`config.mk`:
```
export PLATFORM = sky130hd
export DESIGN_NAME = dfi_rddata_buffer
export DESIGN_NICKNAME = d
export VERILOG_FILES = /design/src/rtl/dfi_rddata_buffer.sv
export SDC_FILE = /design/constraint.sdc
export NUM_CORES = 1
export LEC_CHECK = 0
export ABC_AREA = 1
export BUFFER_PORTS_ARGS = -buffer_cell sky130_fd_sc_hd__buf_4
export CELL_PAD_IN_SITES_DETAIL_PLACEMENT = 2
export CELL_PAD_IN_SITES_GLOBAL_PLACEMENT = 2
export CORE_MARGIN = 2
export CORE_UTILIZATION = 39
export DETAILED_ROUTE_END_ITERATION = 16
export PLACE_DENSITY = 0.87
export SYNTH_ARGS = -nofsm -noshare
export SYNTH_HDL_FRONTEND = slang
export SYNTH_SLANG_ARGS = --single-unit
```
`constraint.sdc`:
```
create_clock -name clk -period 16.5 [get_ports clk]
set_input_delay 3.3 -clock clk [delete_from_list [all_inputs] [get_ports clk]]
set_output_delay 3.3 -clock clk [all_outputs]
set_load 0.005 [all_outputs]
```
`src/rtl/dfi_rddata_buffer.sv`:
```
// DFI read-data capture buffer: packs aligned per-phase read beats into a FIFO with credit-based flow control.
// Optional saturating error counter (err_cnt_o) is compiled in with `define DFI_RDBUF_ERRCNT_EN.
module dfi_rddata_buffer #(
    parameter int NPHASES = 8,
    parameter int DW      = 32,
    parameter int DEPTH   = 4
) (
    input  logic                         clk,
    input  logic                         rst,
    input  logic [NPHASES*DW-1:0]        dfi_rddata_i,
    input  logic [NPHASES-1:0]           dfi_rddata_valid_i,
    input  logic                         rd_issue_i,
    output logic                         credit_o,
    output logic                         rd_valid_o,
    output logic [NPHASES*DW-1:0]        rd_data_o,
    input  logic                         rd_ready_i,
    output logic [$clog2(DEPTH+1)-1:0]   level_o,
    output logic                         err_partial_o,
    output logic                         err_unexp_o,
    output logic                         ovf_o,
    output logic                         issue_err_o,
    input  logic                         clear_i
`ifdef DFI_RDBUF_ERRCNT_EN
   ,output logic [15:0]                  err_cnt_o
`endif
);

    localparam int LW = $clog2(DEPTH+1);
    localparam int PW = $clog2(DEPTH);
    localparam logic [LW-1:0] ONE_L   = LW'(1);
    localparam logic [LW-1:0] DEPTH_L = LW'(DEPTH);
    localparam logic [PW-1:0] ONE_P   = PW'(1);

    logic [NPHASES*DW-1:0] mem_q [DEPTH];
    logic [PW-1:0] wr_ptr_q, wr_ptr_d, rd_ptr_q, rd_ptr_d;
    logic [LW-1:0] level_q, level_d, out_q, out_d;
    logic          credit_q, credit_d;
    logic          partial_q, partial_d, unexp_q, unexp_d;
    logic          ovf_q, ovf_d, ierr_q, ierr_d;
    logic          cap, full_beat, fifo_full, push, pop, drop;

    always_comb begin
        cap       = |dfi_rddata_valid_i;
        full_beat = &dfi_rddata_valid_i;
        fifo_full = (level_q == DEPTH_L);
        pop       = (level_q != '0) && rd_ready_i;
        // A full FIFO still accepts when the head leaves in the same cycle.
        push      = full_beat && (!fifo_full || pop);
        drop      = full_beat && fifo_full && !pop;

        wr_ptr_d = push ? wr_ptr_q + ONE_P : wr_ptr_q;
        rd_ptr_d = pop  ? rd_ptr_q + ONE_P : rd_ptr_q;

        level_d = level_q;
        if (push && !pop)
            level_d = level_q + ONE_L;
        else if (pop && !push)
            level_d = level_q - ONE_L;

        out_d = out_q;
        if (rd_issue_i && !cap) begin
            if (out_q != DEPTH_L)
                out_d = out_q + ONE_L;
        end else if (cap && !rd_issue_i) begin
            if (out_q != '0)
                out_d = out_q - ONE_L;
        end

        credit_d  = ({1'b0, out_d} + {1'b0, level_d}) < {1'b0, DEPTH_L};
        partial_d = cap && !full_beat;
        unexp_d   = cap && (out_q == '0);

        ovf_d = ovf_q;
        if (drop)
            ovf_d = 1'b1;
        else if (clear_i)
            ovf_d = 1'b0;

        ierr_d = ierr_q;
        if (rd_issue_i && !credit_q)
            ierr_d = 1'b1;
        else if (clear_i)
            ierr_d = 1'b0;
    end

    always_ff @(posedge clk or posedge rst) begin
        if (rst) begin
            wr_ptr_q  <= '0;
            rd_ptr_q  <= '0;
            level_q   <= '0;
            out_q     <= '0;
            credit_q  <= 1'b1;
            partial_q <= 1'b0;
            unexp_q   <= 1'b0;
            ovf_q     <= 1'b0;
            ierr_q    <= 1'b0;
        end else begin
            wr_ptr_q  <= wr_ptr_d;
            rd_ptr_q  <= rd_ptr_d;
            level_q   <= level_d;
            out_q     <= out_d;
            credit_q  <= credit_d;
            partial_q <= partial_d;
            unexp_q   <= unexp_d;
            ovf_q     <= ovf_d;
            ierr_q    <= ierr_d;
        end
    end

    // Storage needs no reset: an empty FIFO masks whatever the entries hold.
    always_ff @(posedge clk) begin
        if (push)
            mem_q[wr_ptr_q] <= dfi_rddata_i;
    end

    assign rd_valid_o    = (level_q != '0);
    assign rd_data_o     = rd_valid_o ? mem_q[rd_ptr_q] : '0;
    assign level_o       = level_q;
    assign credit_o      = credit_q;
    assign err_partial_o = partial_q;
    assign err_unexp_o   = unexp_q;
    assign ovf_o         = ovf_q;
    assign issue_err_o   = ierr_q;

`ifdef DFI_RDBUF_ERRCNT_EN
    logic [15:0] cnt_q, cnt_d;
    logic [1:0]  cnt_inc;
    logic [16:0] cnt_sum;

    always_comb begin
        cnt_inc = {1'b0, partial_d} + {1'b0, unexp_d} + {1'b0, drop};
        // Events in the clearing cycle still count, matching the sticky flags.
        cnt_sum = {1'b0, (clear_i ? 16'h0000 : cnt_q)} + {15'h0000, cnt_inc};
        cnt_d   = cnt_sum[16] ? 16'hFFFF : cnt_sum[15:0];
    end

    always_ff @(posedge clk or posedge rst) begin
        if (rst)
            cnt_q <= '0;
        else
            cnt_q <= cnt_d;
    end

    assign err_cnt_o = cnt_q;
`endif

endmodule
```
==> results.json, run 1 <==
{
  "dp_hpwl_mm": 84.7,
  "synth_seq_cells": 1039,
  "cts-resized-gates": 0,
  "final.min_clock_period_ns": 8.29,
  "skew_ns": 0.0279,
  "n_fill_cell": 10119,
  "wl_mm": 142,
  "avgSynthCellArea_sq_um": 12.9,
  "seq_area_frac_synth": 0.767,
  "synth_fp_nets": 3432,
  "grt_pass1_vias": 31405,
  "async_reset_ff_frac": 0.0144,
  "clkTransAtPathRegs_ns": 0.07,
  "core-area_sq_um": 103000,
  "crit_path_end_kind": "output pin",
  "via_per_inst": 5.40,
  "slew_viol_final": 0,
  "grt_antenna_before_repair": 33,
  "final_nets": 3910,
  "cp_data_required_time_ns": 13.20,
  "ios": 534,
  "clock-sinks": 1039,
  "synth-edff-count": 1024,
  "grt-ovfl-total": 0,
  "setup_tns_ns": 0,
  "area_growth_syn_to_layout_pct": 20.4,
  "use_met2": 0.475,
  "grt-busiest-layer": "met2",
  "status": "complete, no violations",
  "yosys_warnings": 0,
  "fin_cells": 5115,
  "cts_setup_buffers": 0,
  "ctsLongestPathBuffers": 3,
  "vias": 27645,
  "grt_pass1_wl_mm": 207,
  "die_h_um": 327,
  "gp_congestion": 0.764,
  "synth_flop_cell": "edfxtp_1",
  "cts_tree": "yes",
  "synthCells": 3151,
  "syn_area_sq_um": 40600,
  "post-route-period-util": 0.503,
  "cts-htree-levels": 3,
  "cp-start-kind": "register",
  "yosys.area.top_type": "edfxtp_1",
  "fp.dieW_um": 327,
  "drv_cap": 0,
  "crit_arrival_ns": 4.99,
  "grtUsageTotal": 0.260,
  "drtIter0Drc": 1715,
  "hold_class": "register to register",
  "place_inst": 4897,
  "port_buffers": 533,
  "hold_viol_final": 0,
  "globalRouteMet3Util": 0.0622,
  "die-area_sq_um": 107000,
  "ys_top_cells_by_area": "edfxtp_1 76%, nor2_1 9.7%, o21ai_0 6.3%, a21oi_1 3.2%, buf_2 0.86%",
  "clk_latency_ns": 0.70,
  "grt_max_degree": 187,
  "ant_nets": 0,
  "relSlewSlack": 0.178,
  "ctsHoldBuffers": 0,
  "netlist.area_leader.share": 0.757,
  "grt_setup_unrepaired": "no",
  "wl_per_cell_um": 27.8,
  "rows": 118,
  "root_buffer": "clkbuf_16",
  "max_freq_mhz": 121,
  "critPathMaxFanout": 186,
  "start_util": 0.393,
  "setup_violations": 0,
  "power_density_nw_per_um2": 176,
  "firstDrtPassIters": 5,
  "worstSetupPathType": "register to output pin",
  "worst_pin_slew_ns": 1.23,
  "p_leak_nw": 16.9,
  "synthDistinctLibCells": 26,
  "grtUsageMet1": 0.287,
  "ir_drop_mv": 0.212,
  "drc": 0,
  "final_layout_size_suffix_gt1_frac": 0.194,
  "numCtsBuffers": 110
}
-- worst paths after layout --
check	start	cells past startpoint	slack (ns)	endpoint
min reg2reg	issue_err_o	2	0.59	issue_err_o
min in group asynchronous	rst	2	2.74	ovf_o
max	rd_ptr_q[0]	6	8.21	rd_data_o[166]
max in group asynchronous	rst	2	13.20	rd_ptr_q[1]
max reg2reg	level_o[0]	11	11.66	mem_q[2][76]
min	issue_err_o	2	0.59	issue_err_o
-- cells in the mapped netlist (2+ instances only) --
cell      count
buf_2        70
xor2_1        4
a21oi_1     261
ha_1         12
o21ai_0     510
buf_6        26
edfxtp_1   1024
nand2_1      26
clkbuf_1     30
buf_1        12
buf_4        23
nor2_1     1051
clkbuf_2     37
nand3_1       7
dfrtp_1      14
o22ai_1       2
o21ai_1       7
inv_1        27
-- state kept, by name, indices dropped and copies added (netlist names) --
signal         flops
wr_ptr_q           2
ovf_o              1
credit_o           1
mem_q           1024
issue_err_o        1
err_partial_o      1
err_unexp_o        1
rd_ptr_q           2
level_o            3
out_q              3
-- power breakdown --
part           total (mW)  switching [mW]  internal, mW
Sequential           2.99          0.0702          2.92
Combinational        3.25            2.05          1.20
Clock                2.36            1.06          1.30
Total                8.59            3.17          5.42
-- layer usage --
layer	share of wire	up-vias
met5	0.0013	-
met4	0.044	26
met3	0.057	316
met2	0.53	808
met1	0.36	14331
li1	-	12164
-- cells in the final DEF (no fill, tap or decap), drive strengths merged --
master / netlist / layout
a21oi: 261 / 261
a31oi: 1 / 1
and2: 1 / 1
buf: 131 / 564
bufinv: 0 / 3
clkbuf: 67 / 146
clkinv: 0 / 45
clkinvlp: 0 / 2
dfrtp: 14 / 14
dfstp: 1 / 1
diode: 0 / 20
edfxtp: 1024 / 1024
ha: 12 / 12
inv: 29 / 31
nand2: 26 / 26
nand3: 7 / 7
nand4: 1 / 1
nor2: 1051 / 1051
o21ai: 517 / 517
o22ai: 2 / 2
or2: 1 / 1
or3: 1 / 1
xor2: 4 / 4
-- cell type report --
cell class              count  area (sq um)  share of cell area
clock inverters            52           382             0.00781
well taps                1380          1730              0.0353
flip-flops and latches   1039         31100               0.637
inverters                  29           136             0.00279
clock buffers             146          2950              0.0603
multi-input cells        1885          8230               0.168
diodes                     20          50.0             0.00102
repair buffers            564          4280              0.0876
-- worst max-delay path, stage by stage (launching register included) --
cell and delay (ns):
dfrtp_4 0.81, clkinv_8 0.66, buf_4 0.89, buf_4 0.93, o21ai_0 0.25, a21oi_1 0.33
buf_4 0.18
-- metrics by stage --
stage | instance area [sq um] | utilization | hold slack, ns | total power [mW] | setup WS [ns]
2_1_floorplan | 40600 | - | 0.508 | 4.64 | 1.22
3_5_place_dp | 45500 | 0.440 | 0.540 | 6.22 | 8.98
3_3_place_gp | 45500 | 0.440 | 0.506 | 6.02 | 9.21
6_report | 48900 | 0.473 | 0.595 | 8.59 | 8.21
5_1_grt | 48900 | 0.473 | 0.605 | 8.98 | 7.84
4_1_cts | 48800 | 0.473 | 0.586 | 8.66 | 8.18
-- logic make-up (layout without fill, tap and decap cells) --
| family | Yosys count | in the layout | synth area share |
|---|---|---|---|
| XOR/XNOR | 4 | 4 | 0.000863 |
| AND/OR/NAND/NOR | 1088 | 1088 | 0.101 |
| buffers and inverters | 227 | 791 | 0.0313 |
| AO/OA/AOI/OAI | 781 | 781 | 0.0964 |
| adder cells (fa/ha/maj) | 12 | 12 | 0.00370 |
| flip-flops | 1039 | 1039 | 0.767 |
| other | 0 | 20 | 0 |
Power figures use the tool's default switching activity.
==> inputs of run 2 (changes only) <==
--- a/config.mk
+++ b/config.mk
@@ -5,14 +5,14 @@
 export SDC_FILE = /design/constraint.sdc
 export NUM_CORES = 1
 export LEC_CHECK = 0
-export ABC_AREA = 1
+export ABC_AREA = 0
 export BUFFER_PORTS_ARGS = -buffer_cell sky130_fd_sc_hd__buf_4
 export CELL_PAD_IN_SITES_DETAIL_PLACEMENT = 2
 export CELL_PAD_IN_SITES_GLOBAL_PLACEMENT = 2
 export CORE_MARGIN = 2
-export CORE_UTILIZATION = 39
+export CORE_UTILIZATION = 40
 export DETAILED_ROUTE_END_ITERATION = 16
-export PLACE_DENSITY = 0.87
+export PLACE_DENSITY = 0.83
 export SYNTH_ARGS = -nofsm -noshare
 export SYNTH_HDL_FRONTEND = slang
 export SYNTH_SLANG_ARGS = --single-unit
==> constraint.sdc (replaced) <==
create_clock -name clk -period 7 [get_ports clk]
set_input_delay 1.4 -clock clk [delete_from_list [all_inputs] [get_ports clk]]
set_output_delay 1.4 -clock clk [all_outputs]
set_load 0.005 [all_outputs]
==> run 2 against run 1 <==
Global-route usage shrank 4.2 points. Highest routed layer unchanged. Count of clock-buffer cells in the layout shrank 12. Sequential cell count is the same. Clock power grew 140%. Worst setup slack lost 6.1 ns. First-iteration DRC count shrank 25%. Largest power group is now registers. Total power grew 120%. Via count shrank 30%. Critical path depth is the same.
==> results.json, run 2 <==
{
  "synthCells": 1731,
  "yosys.area.top_type": "edfxtp_1",
  "syn_area_sq_um": 39600,
  "rows": 115,
  "netlist.area_leader.share": 0.777,
  "gp_congestion": 0.746,
  "clkTransAtPathRegs_ns": 0.07,
  "layout_common_cells": "1024 x edfxtp_1, 544 x buf_4, 256 x mux4_2, 256 x and2_1, 112 x clkbuf_16",
  "clock-sinks": 1039,
  "drv_cap": 0,
  "via_per_inst": 5.27,
  "critPathMaxFanout": 76,
  "synth_fp_nets": 2012,
  "ios": 534,
  "ctsHoldBuffers": 0,
  "die_h_um": 318,
  "grt_antenna_before_repair": 20,
  "core-area_sq_um": 98300,
  "worst_pin_slew_ns": 1.02,
  "top_register": "mem_q",
  "die-area_sq_um": 101000,
  "fin_ws_ns": 2.08,
  "ys_top_cells_by_count": "1024 x edfxtp_1, 260 x and2_1, 256 x mux4_2",
  "layout_commonest_cell": "edfxtp_1",
  "cp_data_required_time_ns": 5.60,
  "start_util": 0.403,
  "drtIter0Drc": 1289,
  "yosys_warnings": 0,
  "port_buffers": 533,
  "vias": 19487,
  "grtUsageTotal": 0.218,
  "fin_cells": 3699,
  "synthDistinctLibCells": 46,
  "crit_path_end_kind": "output pin",
  "dp_hpwl_mm": 70.4,
  "power_mw": 18.6,
  "area_growth_syn_to_layout_pct": 23.1,
  "avgSynthCellArea_sq_um": 22.9,
  "power_density_nw_per_um2": 383,
  "grt_setup_unrepaired": "no",
  "grt-ovfl-total": 0,
  "skew_ns": 0.0183,
  "ctsLongestPathBuffers": 3,
  "fp.dieW_um": 318,
  "crit_arrival_ns": 3.52,
  "firstDrtPassIters": 5,
  "relSlewSlack": 0.317,
  "clk_latency_ns": 0.69,
  "cts_tree": "yes",
  "ys_top_cells_by_area": "edfxtp_1 78%, mux4_2 15%, and2_1 4.1%, dfrtp_1 0.89%, buf_2 0.40%",
  "cp-start-kind": "register",
  "final_layout_size_suffix_gt1_frac": 0.411,
  "worstSetupPathType": "register to output pin",
  "async_reset_ff_frac": 0.0144,
  "yosysMostFrequentCell": "edfxtp_1",
  "cts-htree-levels": 3,
  "largest_reg_flops": 1024,
  "post-route-period-util": 0.702,
  "wl_mm": 111,
  "slew_viol_final": 0,
  "synth-edff-count": 1024,
  "seq_area_frac_synth": 0.787,
  "final.min_clock_period_ns": 4.92,
  "grt_pass1_vias": 22375,
  "cts_setup_buffers": 0,
  "root_buffer": "clkbuf_16",
  "setup_tns_ns": 0,
  "hold_viol_final": 0,
  "hold_class": "register to register",
  "drc": 0,
  "grt_max_degree": 130,
  "grt_pass1_wl_mm": 161,
  "numCtsBuffers": 111,
  "status": "complete, no violations",
  "synth_flop_cell": "edfxtp_1",
  "ir_drop_mv": 0.296,
  "final_nets": 2590,
  "max_freq_mhz": 203,
  "ant_nets": 0,
  "setup_violations": 0,
  "place_inst": 3483,
  "p_leak_nw": 16.4,
  "place_ws_ns": 2.49,
  "cts-resized-gates": 0,
  "wl_per_cell_um": 30.0,
  "synth_seq_cells": 1039
}
[run 2: cell types whose count changed in the layout (fill, tap and decap cells not counted), moves of 20 or more]
cell | previous run | this run
nor2_1 | 1047 | 2
o21ai_0 | 510 | 6
a21oi_1 | 261 | 4
mux4_2 | 0 | 256
and2_1 | 1 | 256
nand2_1 | 26 | 6
[run 2: final cells by class]
class	instances	area [sq um]
clock buffers	134	2910
clock inverters	71	643
multi-input cells	589	8000
diodes	11	27.5
inverters	11	41.3
fillers	8515	49600
repair buffers	557	4340
well taps	1287	1610
flip-flops and latches	1039	31100
[run 2: stage by stage]
stage	util	cell area [sq um]	hold slack (ns)
2_1_floorplan	-	39600	0.490
3_3_place_gp	0.459	45100	0.522
3_5_place_dp	0.459	45100	0.552
4_1_cts	0.495	48700	0.566
5_1_grt	0.496	48700	0.578
6_report	0.496	48700	0.554
[run 2: path summary, 6_finish.rpt]
| check | startpoint | to | slack [ns] | cells past startpoint |
|---|---|---|---|---|
| max | level_o[1] | rd_data_o[71] | 2.08 | 6 |
| min | ovf_o | ovf_o | 0.55 | 2 |
| max reg2reg | level_o[1] | mem_q[1][100] | 3.81 | 6 |
| min reg2reg | ovf_o | ovf_o | 0.55 | 2 |
| max in group asynchronous | rst | rd_ptr_q[0] | 5.72 | 2 |
| min in group asynchronous | rst | level_o[0] | 0.80 | 2 |
[run 2: worst max-delay path: stages, from the launching register on]
cell and delay [ns]:
dfrtp_1 0.47, inv_1 0.12, ha_1 0.31, nand2b_4 0.55, buf_4 0.70, and2_1 0.37
buf_4 0.16
[run 2: report_power, final]
group | total [mW] | switching [mW] | internal (mW)
logic | 5.81 | 2.67 | 3.15
clock network | 5.77 | 2.45 | 3.32
registers | 7.07 | 0.199 | 6.87
total | 18.6 | 5.31 | 13.3
[run 2: kinds of logic after synthesis]
logic type                 share of synthesized area
adders and majority gates                    0.00405
xor gates and xnor gates                     0.00130
and+or+nand+nor                               0.0454
muxes                                          0.146
buffers and inverters                         0.0115
AOI/OAI and AO/OA                            0.00471
DFF                                            0.787
[run 2: metal layers]
metal,global-route usage,vias to the layer above,routed length (um)
met3,0.0554,193,6200
met5,0,-,115
met4,0.0709,18,3380
met2,0.401,562,60800
li1,-,8277,-
met1,0.245,10437,40400
==> inputs of run 3 (changes only) <==
==> constraint.sdc (replaced) <==
create_clock -name clk -period 4.2 [get_ports clk]
set_input_delay 0.84 -clock clk [delete_from_list [all_inputs] [get_ports clk]]
set_output_delay 0.84 -clock clk [all_outputs]
set_load 0.005 [all_outputs]
==> run 3 against run 2 <==
Die area stayed put. Via count rose by 2.0%. Total power grew 67%. Combinational power increased by 74%. Count of clock-buffer cells in the layout increased by 7. Critical path depth unchanged. First-iteration DRC count up 4.6%. Sequential share of layout area shrank 0.81 points. Largest cell class unchanged.
==> results.json, run 3 (synthesis results as in run 2) <==
{
  "layout_commonest_cell": "edfxtp_1",
  "ios": 534,
  "cts-resized-gates": 0,
  "crit_chain": "inv_1 > ha_1 > nand2b_4 > buf_12 > and2_1 > buf_4",
  "ctsHoldBuffers": 0,
  "max_freq_mhz": 262,
  "grtUsageTotal": 0.227,
  "crit_path_end_kind": "output pin",
  "drv_cap": 0,
  "final.min_clock_period_ns": 3.82,
  "grt_setup_unrepaired": "no",
  "layout_common_cells": "1024 x edfxtp_1, 599 x buf_4, 256 x mux4_2, 256 x and2_1, 113 x clkbuf_16",
  "via_per_inst": 5.26,
  "ir_drop_mv": 0.383,
  "vias": 19882,
  "numCtsBuffers": 110,
  "fp.dieW_um": 318,
  "drc": 0,
  "grt_max_degree": 77,
  "port_buffers": 533,
  "final_util": 0.502,
  "wl_mm": 115,
  "fin_ws_ns": 0.382,
  "final_layout_size_suffix_gt1_frac": 0.426,
  "gp_congestion": 0.798,
  "slowest_delay_ns": 0.57,
  "fin_cells": 3777,
  "final_nets": 2662,
  "crit_arrival_ns": 2.98,
  "worstSetupPathType": "register to output pin",
  "dpl-instance-area_sq_um": 45900,
  "largest_reg_flops": 1024,
  "power_density_nw_per_um2": 630,
  "top_register": "mem_q",
  "crit_family": "simple AND/OR/NAND/NOR gates",
  "area_growth_syn_to_layout_pct": 24.7,
  "root_buffer": "clkbuf_16",
  "clk_latency_ns": 0.68,
  "cts_setup_buffers": 0,
  "status": "complete, no violations",
  "grtUsageMet1": 0.258,
  "whs_ns": 0.267,
  "p_leak_nw": 16.8,
  "clkTransAtPathRegs_ns": 0.06,
  "die-area_sq_um": 101000,
  "firstDrtPassIters": 5,
  "cts_tree": "yes",
  "rows": 115,
  "hold_class": "input port to async pin",
  "final_cell_area_sq_um": 49300,
  "crit_buf_inv": 3,
  "skew_ns": 0.0207,
  "relSlewSlack": 0.418,
  "cts-htree-levels": 3,
  "grt-ovfl-total": 0,
  "core-area_sq_um": 98300,
  "slew_viol_final": 0,
  "cp-start-kind": "register",
  "dp_hpwl_mm": 78.5,
  "critPathMaxFanout": 71,
  "worst_pin_slew_ns": 0.873,
  "setup_violations": 0,
  "grt_antenna_before_repair": 24,
  "grt_pass1_wl_mm": 166,
  "grt-busiest-layer": "met2",
  "place_inst": 3556,
  "grt_pass1_vias": 22585,
  "hold_viol_final": 0,
  "die_h_um": 318,
  "wl_per_cell_um": 30.5,
  "use_met2": 0.413,
  "drtIter0Drc": 1348,
  "globalRouteMet3Util": 0.0605,
  "clock-sinks": 1039,
  "ctsLongestPathBuffers": 3,
  "place_ws_ns": 0.655,
  "cp_slowest_cell": "nand2b_4",
  "ant_nets": 0,
  "post-route-period-util": 0.909,
  "cp_data_required_time_ns": 3.36,
  "start_util": 0.403
}
==> run 3: cell count changes in the layout (fill, tap and decap cells not counted), sizes merged, moves of 2 or more <==
cell	delta
buf	+73
bufinv	-5
diode	+7
clkinv	-3
clkbuf	+7
clkinvlp	-2
==> run 3: power by group <==
part | total, mW | internal, mW | switching (mW)
clock network | 9.25 | 5.25 | 3.99
logic | 10.1 | 5.50 | 4.63
registers | 11.7 | 11.5 | 0.232
total | 31.1 | 22.2 | 8.86
==> run 3: path summary, 6_finish.rpt <==
kind                                         from             end  slack [ns]  cells past startpoint
worst max register to register         level_o[1]        credit_o        1.27                      9
worst max-delay path                   level_o[1]  rd_data_o[183]        0.38                      6
max in group asynchronous                     rst     rd_ptr_q[1]        3.43                      2
min in group clk                dfi_rddata_i[198]   mem_q[3][198]        0.35                      1
worst min register to register              ovf_o           ovf_o        0.54                      2
worst min-delay path                          rst     wr_ptr_q[1]        0.27                      2
==> run 3: area by class of cell <==
class / count / area (sq um)
repair buffers: 630 / 5120
well taps: 1287 / 1610
multi-input cells: 589 / 8000
inverters: 11 / 41.3
diodes: 18 / 45.0
clock buffers: 141 / 2960
flip-flops and latches: 1039 / 31100
clock inverters: 62 / 423
fillers: 8523 / 48900
==> run 3: metal layers <==
| layer | share of wire | vias to the layer above | routed length, um |
|---|---|---|---|
| li1 | - | 8449 | - |
| met1 | 0.37 | 10648 | 42100 |
| met2 | 0.55 | 606 | 63100 |
| met3 | 0.059 | 163 | 6850 |
| met4 | 0.026 | 16 | 2950 |
| met5 | 0.00093 | - | 107 |
==> run 3: stage by stage <==
stage	setup TNS (ns)	power, mW
after global routing	0	32.3
after CTS	0	31.5
after global placement	0	21.7
after detailed placement	0	22.1
after floorplan	-969.69	16.9
final	0	31.1
